[config.mk]
export PLATFORM = sky130hd
export DESIGN_NAME = rf_weight_fetch
export DESIGN_NICKNAME = d
export VERILOG_FILES = /design/src/rtl/rf_fetch_pkg.sv /design/src/rtl/rf_fetch_ostage.sv /design/src/rtl/rf_weight_fetch.sv
export SDC_FILE = /design/constraint.sdc
export NUM_CORES = 1
export LEC_CHECK = 0
export ABC_CLOCK_PERIOD_IN_PS = 4200
export CAP_MARGIN = 5
export CELL_PAD_IN_SITES_DETAIL_PLACEMENT = 0
export CELL_PAD_IN_SITES_GLOBAL_PLACEMENT = 1
export CORE_MARGIN = 3
export CORE_UTILIZATION = 32
export DETAILED_ROUTE_END_ITERATION = 10
export PLACE_DENSITY = 0.85
export SETUP_SLACK_MARGIN = 0.4
export SLEW_MARGIN = 20
export SYNTH_ARGS = -nofsm -noshare
export SYNTH_HDL_FRONTEND = slang
export SYNTH_SLANG_ARGS = --single-unit
[constraint.sdc]
create_clock -name clk -period 4.2 [get_ports clk]
set_input_delay 0.63 -clock clk [delete_from_list [all_inputs] [get_ports clk]]
set_output_delay 0.63 -clock clk [all_outputs]
set_load 0.02 [all_outputs]
[src/rtl/rf_fetch_pkg.sv]
// Shared defaults and FSM state type for the rf_buffer weight-fetch sequencer.
package rf_fetch_pkg;

   localparam int unsigned DEFAULT_D_WL      = 24;
   localparam int unsigned DEFAULT_UNITS_NUM = 5;
   localparam int unsigned DEFAULT_ADDR_W    = 8;
   localparam int unsigned DEFAULT_DEPTH     = 180;
   localparam int unsigned WORD_W            = DEFAULT_UNITS_NUM * DEFAULT_D_WL;

   typedef enum logic [1:0] {
      IDLE  = 2'd0,
      RUN   = 2'd1,
      DRAIN = 2'd2
   } fetch_state_e;

endpackage

[src/rtl/rf_fetch_ostage.sv]
// Valid/ready output register for fetched weight words; accept strobes a completed handshake.
module rf_fetch_ostage
   import rf_fetch_pkg::*;
#(
   parameter int unsigned DW = WORD_W
) (
   input  logic          clk,
   input  logic          rst_n,
   input  logic          load,
   input  logic [DW-1:0] d_in,
   input  logic          last_in,
   input  logic          w_ready,
   output logic          w_valid,
   output logic [DW-1:0] w_data,
   output logic          w_last,
   output logic          accept
);

   assign accept = w_valid & w_ready;

   always_ff @(posedge clk) begin
      if (!rst_n) begin
         w_valid <= 1'b0;
         w_data  <= '0;
         w_last  <= 1'b0;
      end else if (load) begin
         w_valid <= 1'b1;
         w_data  <= d_in;
         w_last  <= last_in;
      end else if (accept) begin
         w_valid <= 1'b0;
      end
   end

endmodule

[src/rtl/rf_weight_fetch.sv]
// Walks a contiguous rf_buffer address range and streams each word over valid/ready.
// Optional RF_FETCH_WRAP_EN: address counter wraps DEPTH-1 -> 0 instead of rejecting overruns.
module rf_weight_fetch
   import rf_fetch_pkg::*;
#(
   parameter int unsigned D_WL      = DEFAULT_D_WL,
   parameter int unsigned UNITS_NUM = DEFAULT_UNITS_NUM,
   parameter int unsigned ADDR_W    = DEFAULT_ADDR_W,
   parameter int unsigned DEPTH     = DEFAULT_DEPTH
) (
   input  logic                      clk,
   input  logic                      rst_n,
   input  logic                      start,
   input  logic [ADDR_W-1:0]         base_addr,
   input  logic [ADDR_W-1:0]         len,
   output logic                      busy,
   output logic                      done,
   output logic                      err,
   output logic [ADDR_W-1:0]         rf_addr,
   input  logic [UNITS_NUM*D_WL-1:0] rf_w_i,
   output logic                      w_valid,
   input  logic                      w_ready,
   output logic [UNITS_NUM*D_WL-1:0] w_data,
   output logic                      w_last
);

   localparam int unsigned       WW      = UNITS_NUM * D_WL;
   localparam logic [ADDR_W:0]   DEPTH_X = (ADDR_W+1)'(DEPTH);

   fetch_state_e      state;
   logic [ADDR_W-1:0] addr;
   logic [ADDR_W-1:0] remaining;
   logic [ADDR_W-1:0] addr_nxt;
   logic              load;
   logic              accept;
   logic              base_ok;
   logic              range_ok;

   assign rf_addr = addr;
   assign busy    = (state != IDLE);
   assign load    = (state == RUN) && (!w_valid || w_ready);
   assign base_ok = ({1'b0, base_addr} < DEPTH_X);

`ifdef RF_FETCH_WRAP_EN
   localparam logic [ADDR_W-1:0] LAST_A = ADDR_W'(DEPTH - 1);
   assign addr_nxt = (addr == LAST_A) ? '0 : addr + 1'b1;
   assign range_ok = base_ok && ({1'b0, len} <= DEPTH_X);
`else
   assign addr_nxt = addr + 1'b1;
   assign range_ok = base_ok && (({1'b0, base_addr} + {1'b0, len}) <= DEPTH_X);
`endif

   always_ff @(posedge clk) begin
      if (!rst_n) begin
         state     <= IDLE;
         addr      <= '0;
         remaining <= '0;
         done      <= 1'b0;
         err       <= 1'b0;
      end else begin
         done <= 1'b0;
         err  <= 1'b0;
         case (state)
            IDLE: begin
               if (start) begin
                  if (!range_ok) begin
                     err <= 1'b1;
                  end else if (len == '0) begin
                     done <= 1'b1;
                  end else begin
                     addr      <= base_addr;
                     remaining <= len;
                     state     <= RUN;
                  end
               end
            end
            RUN: begin
               // the word tagged last is loaded on the same edge we leave RUN
               if (load) begin
                  addr      <= addr_nxt;
                  remaining <= remaining - 1'b1;
                  if (remaining == ADDR_W'(1)) state <= DRAIN;
               end
            end
            DRAIN: begin
               if (accept && w_last) begin
                  state <= IDLE;
                  done  <= 1'b1;
               end
            end
            default: state <= IDLE;
         endcase
      end
   end

   rf_fetch_ostage #(
      .DW (WW)
   ) u_ostage (
      .clk     (clk),
      .rst_n   (rst_n),
      .load    (load),
      .d_in    (rf_w_i),
      .last_in (remaining == ADDR_W'(1)),
      .w_ready (w_ready),
      .w_valid (w_valid),
      .w_data  (w_data),
      .w_last  (w_last),
      .accept  (accept)
   );

endmodule

==> flow_summary.toml <==
[power]
seq_power_share = 0.402
swShare = 0.275
leakage_nw = 3.33
internal_power_mw = 2.63
combPwrFrac = 0.187
power.total_mw = 3.62
ir_worst_vdd_uv = 255
powerDensity_nw_per_um2 = 378
clkPwrFrac = 0.411
p_switching_uw = 995

[setup_path]
worstPathMaxFanout = 10
cp-start-kind = "input pin"
required_ps = 4510
critPathLaunch = "base_addr[0]"
cp.buffers_inverters = 2
worst_r2r_endpoint = "u_ostage.w_data[70]$_SDFFE_PN0P_"
crit_end = "remaining[1]$_SDFFE_PN0P_"
rrSetupSlack_ps = 1970
cp_slowest_cell = "fa_1"
cp-end-kind = "flop"
path_depth = 11
timing.rr.start = "state[0]$_SDFFE_PN0P_"
crit_chain = "clkdlybuf4s50_1, ha_1, fa_1, nor2_1, o221ai_1, a221oi_1, o32a_1, o211ai_2, buf_4, a21oi_1, o221a_2"
arrival_ps = 3600
rr_worst_depth = 6
max_stage_delay_ps = 510
crit_family = "compound AO/OA/AOI/OAI gates"
setup.worst_path.class = "input pin to flop"

[cells_and_area]
final_common_cell = "nand2_1"
area_delta_synth_final_pct = 57.1
fill_cells = 1760
diodes = 0
layout.nets = 1158
multi_input_area_sq_um = 3010
design_area_sq_um = 9580
drive_above_1_share = 0.0520
register_area_sq_um = 2840
final_cell_mix = "nand2_1, clkdlybuf4s50_1, dfxtp_1, a21boi_0, o21ai_0"

[global_route]
grtUsageTotal = 0.180
grt_max_degree = 82
grt_pass1_wl_mm = 29.7
grt_antenna_before_repair = 0
gr-total-overflow = 0
first_global_vias = 5672

[clocking]
cts_root_buffer = "clkbuf_16"
cts_inserted_buffers = 17
path_clk_slew_ps = 70
cts_hold_buf = 0
cts_sinks = 142
cts_tree = "built"
post_cts_resized = 0
clock_latency_ps = 420
cts_buffer_depth = 2
cts_max_level = 4
cts_setup_buffers = 0

[routing]
ant_nets = 0
post-route-drc-count = 0
wl_per_cell_um = 15.6
dr.pass1.iters = 4
vias_per_cell = 4.78
met2WireLength_mm = 8.98
routed.top_layer = "met4"
drt_iter0_markers = 348
drt_wl_total_mm = 19.4
num_vias = 5965
drt-met1-wl_mm = 8.29
wl_met3_mm = 1.86

[synthesis]
synth_cell_type_count = 48
ys_ff_latch = 142
postSynthAreaPerCell_sq_um = 8.05
syn_inst = 758
syn_nets = 910
synth.cell_area_sq_um = 6100
yosysWarnings = 0
synth_edf_count = 0
seq_area_frac_synth = 0.466
synth_ff_type = "dfxtp_1"
async_flop_share = 0

[timing]
max_clock_freq_mhz = 303
slew_headroom = 0.402
finalCritPeriodShare = 0.785
drv_slew = 0
fin_crit_ps = 3290
rsz0062_at_grt = "no"
tns_ps = 0
clock_skew_ps = 7.58
setup_viol = 0
hold_viol = 0
tightest_slew_ps = 897

[place]
io_buffers = 272
place_area_sq_um = 9010
dp_hpwl_mm = 13.4
gp_congestion = 0.851

[min_path]
hold_path_depth = 2
hold_path_class = "flop to flop"

[die]
dieArea_sq_um = 20800
fp.coreArea_sq_um = 18300
fp.dieH_um = 144
ios = 273
start_util = 0.333
rows = 49
dieWidth_um = 144

[run]
drv_cap = 0

[status]
run_status = "finished, final reports clean"
## worst min-delay path by stage
stage,startpoint,endpoint
2_1_floorplan,remaining[4]$_SDFFE_PN0P_,remaining[4]$_SDFFE_PN0P_
5_1_grt,u_ostage.w_data[87]$_SDFFE_PN0P_,u_ostage.w_data[87]$_SDFFE_PN0P_
3_5_place_dp,u_ostage.w_data[77]$_SDFFE_PN0P_,u_ostage.w_data[77]$_SDFFE_PN0P_
4_1_cts,u_ostage.w_data[77]$_SDFFE_PN0P_,u_ostage.w_data[77]$_SDFFE_PN0P_
6_report,u_ostage.w_data[25]$_SDFFE_PN0P_,u_ostage.w_data[25]$_SDFFE_PN0P_
3_3_place_gp,u_ostage.w_data[111]$_SDFFE_PN0P_,u_ostage.w_data[111]$_SDFFE_PN0P_
## state kept, by name, summed over array words and instances (netlist names)
register / count
err: 1
state: 2
u_ostage.w_last: 1
remaining: 8
u_ostage.w_data: 120
rf_addr: 8
u_ostage.w_valid: 1
done: 1
## metal layers
| layer | vias to the layer above | track usage |
|---|---|---|
| met3 | 24 | 0.0754 |
| met1 | 2686 | 0.221 |
| met4 | 0 | 0.0545 |
| met5 | - | 0 |
| met2 | 209 | 0.288 |
| li1 | 3046 | - |
## synth_stat cells, types with 3 or more instances
cell type	instances	share of area
and3_1	5	0.0051
ha_1	11	0.023
a21oi_1	17	0.014
clkbuf_1	42	0.026
a221oi_1	5	0.0072
a21boi_0	121	0.15
buf_2	9	0.0074
o211ai_1	4	0.0049
nand2b_1	4	0.0041
inv_1	8	0.0049
nand2_1	281	0.17
o21ai_0	20	0.016
o22ai_1	11	0.011
buf_1	3	0.0018
and2_1	5	0.0051
dfxtp_1	142	0.47
a22o_1	3	0.0043
nand3_1	13	0.011
nor4_1	3	0.0031
nor2_1	9	0.0055
o221a_2	3	0.0055
a211oi_1	5	0.0062
## final cells by class
type	count	area share
Clock buffer	19	0.0452
Clock inverter	13	0.0145
Inverter	8	0.00313
Multi-Input combinational cell	552	0.314
Sequential cell	142	0.297
Tap cell	229	0.0299
Timing Repair Buffer	285	0.297
## cell families (layout without fill, tap and decap cells)
group | count (synthesis) | after routing | synth area share
buf+inv | 64 | 325 | 0.0431
flops | 142 | 142 | 0.466
xor+xnor | 3 | 3 | 0.00431
compound gates | 207 | 207 | 0.243
simple gates | 330 | 330 | 0.218
fa+ha+maj | 12 | 12 | 0.0258
## through the flow
step	utilization	hold WS, ps	worst slack, ps	cells
2_1_floorplan	-	446	1340	758
3_3_place_gp	0.492	448	485	1216
3_5_place_dp	0.492	455	467	1216
4_1_cts	0.523	463	926	1248
5_1_grt	0.523	475	789	1248
6_report	0.523	459	905	1248
## tightest hold or removal path, cell delays in order (launching register included)
cell,delay (ps)
dfxtp_1,310
nand2_1,40
a21boi_0,60
## power by group through the flow
| stage | Sequential, mW | Combinational, mW | Clock (mW) |
|---|---|---|---|
| after global placement | 1.48 | 0.681 | 0 |
| after global routing | 1.46 | 0.739 | 1.59 |
| after floorplan | 1.55 | 0.281 | 0 |
| after detailed placement | 1.48 | 0.680 | 0 |
| final | 1.45 | 0.678 | 1.49 |
| after CTS | 1.45 | 0.684 | 1.53 |
Power figures use the tool's default switching activity.
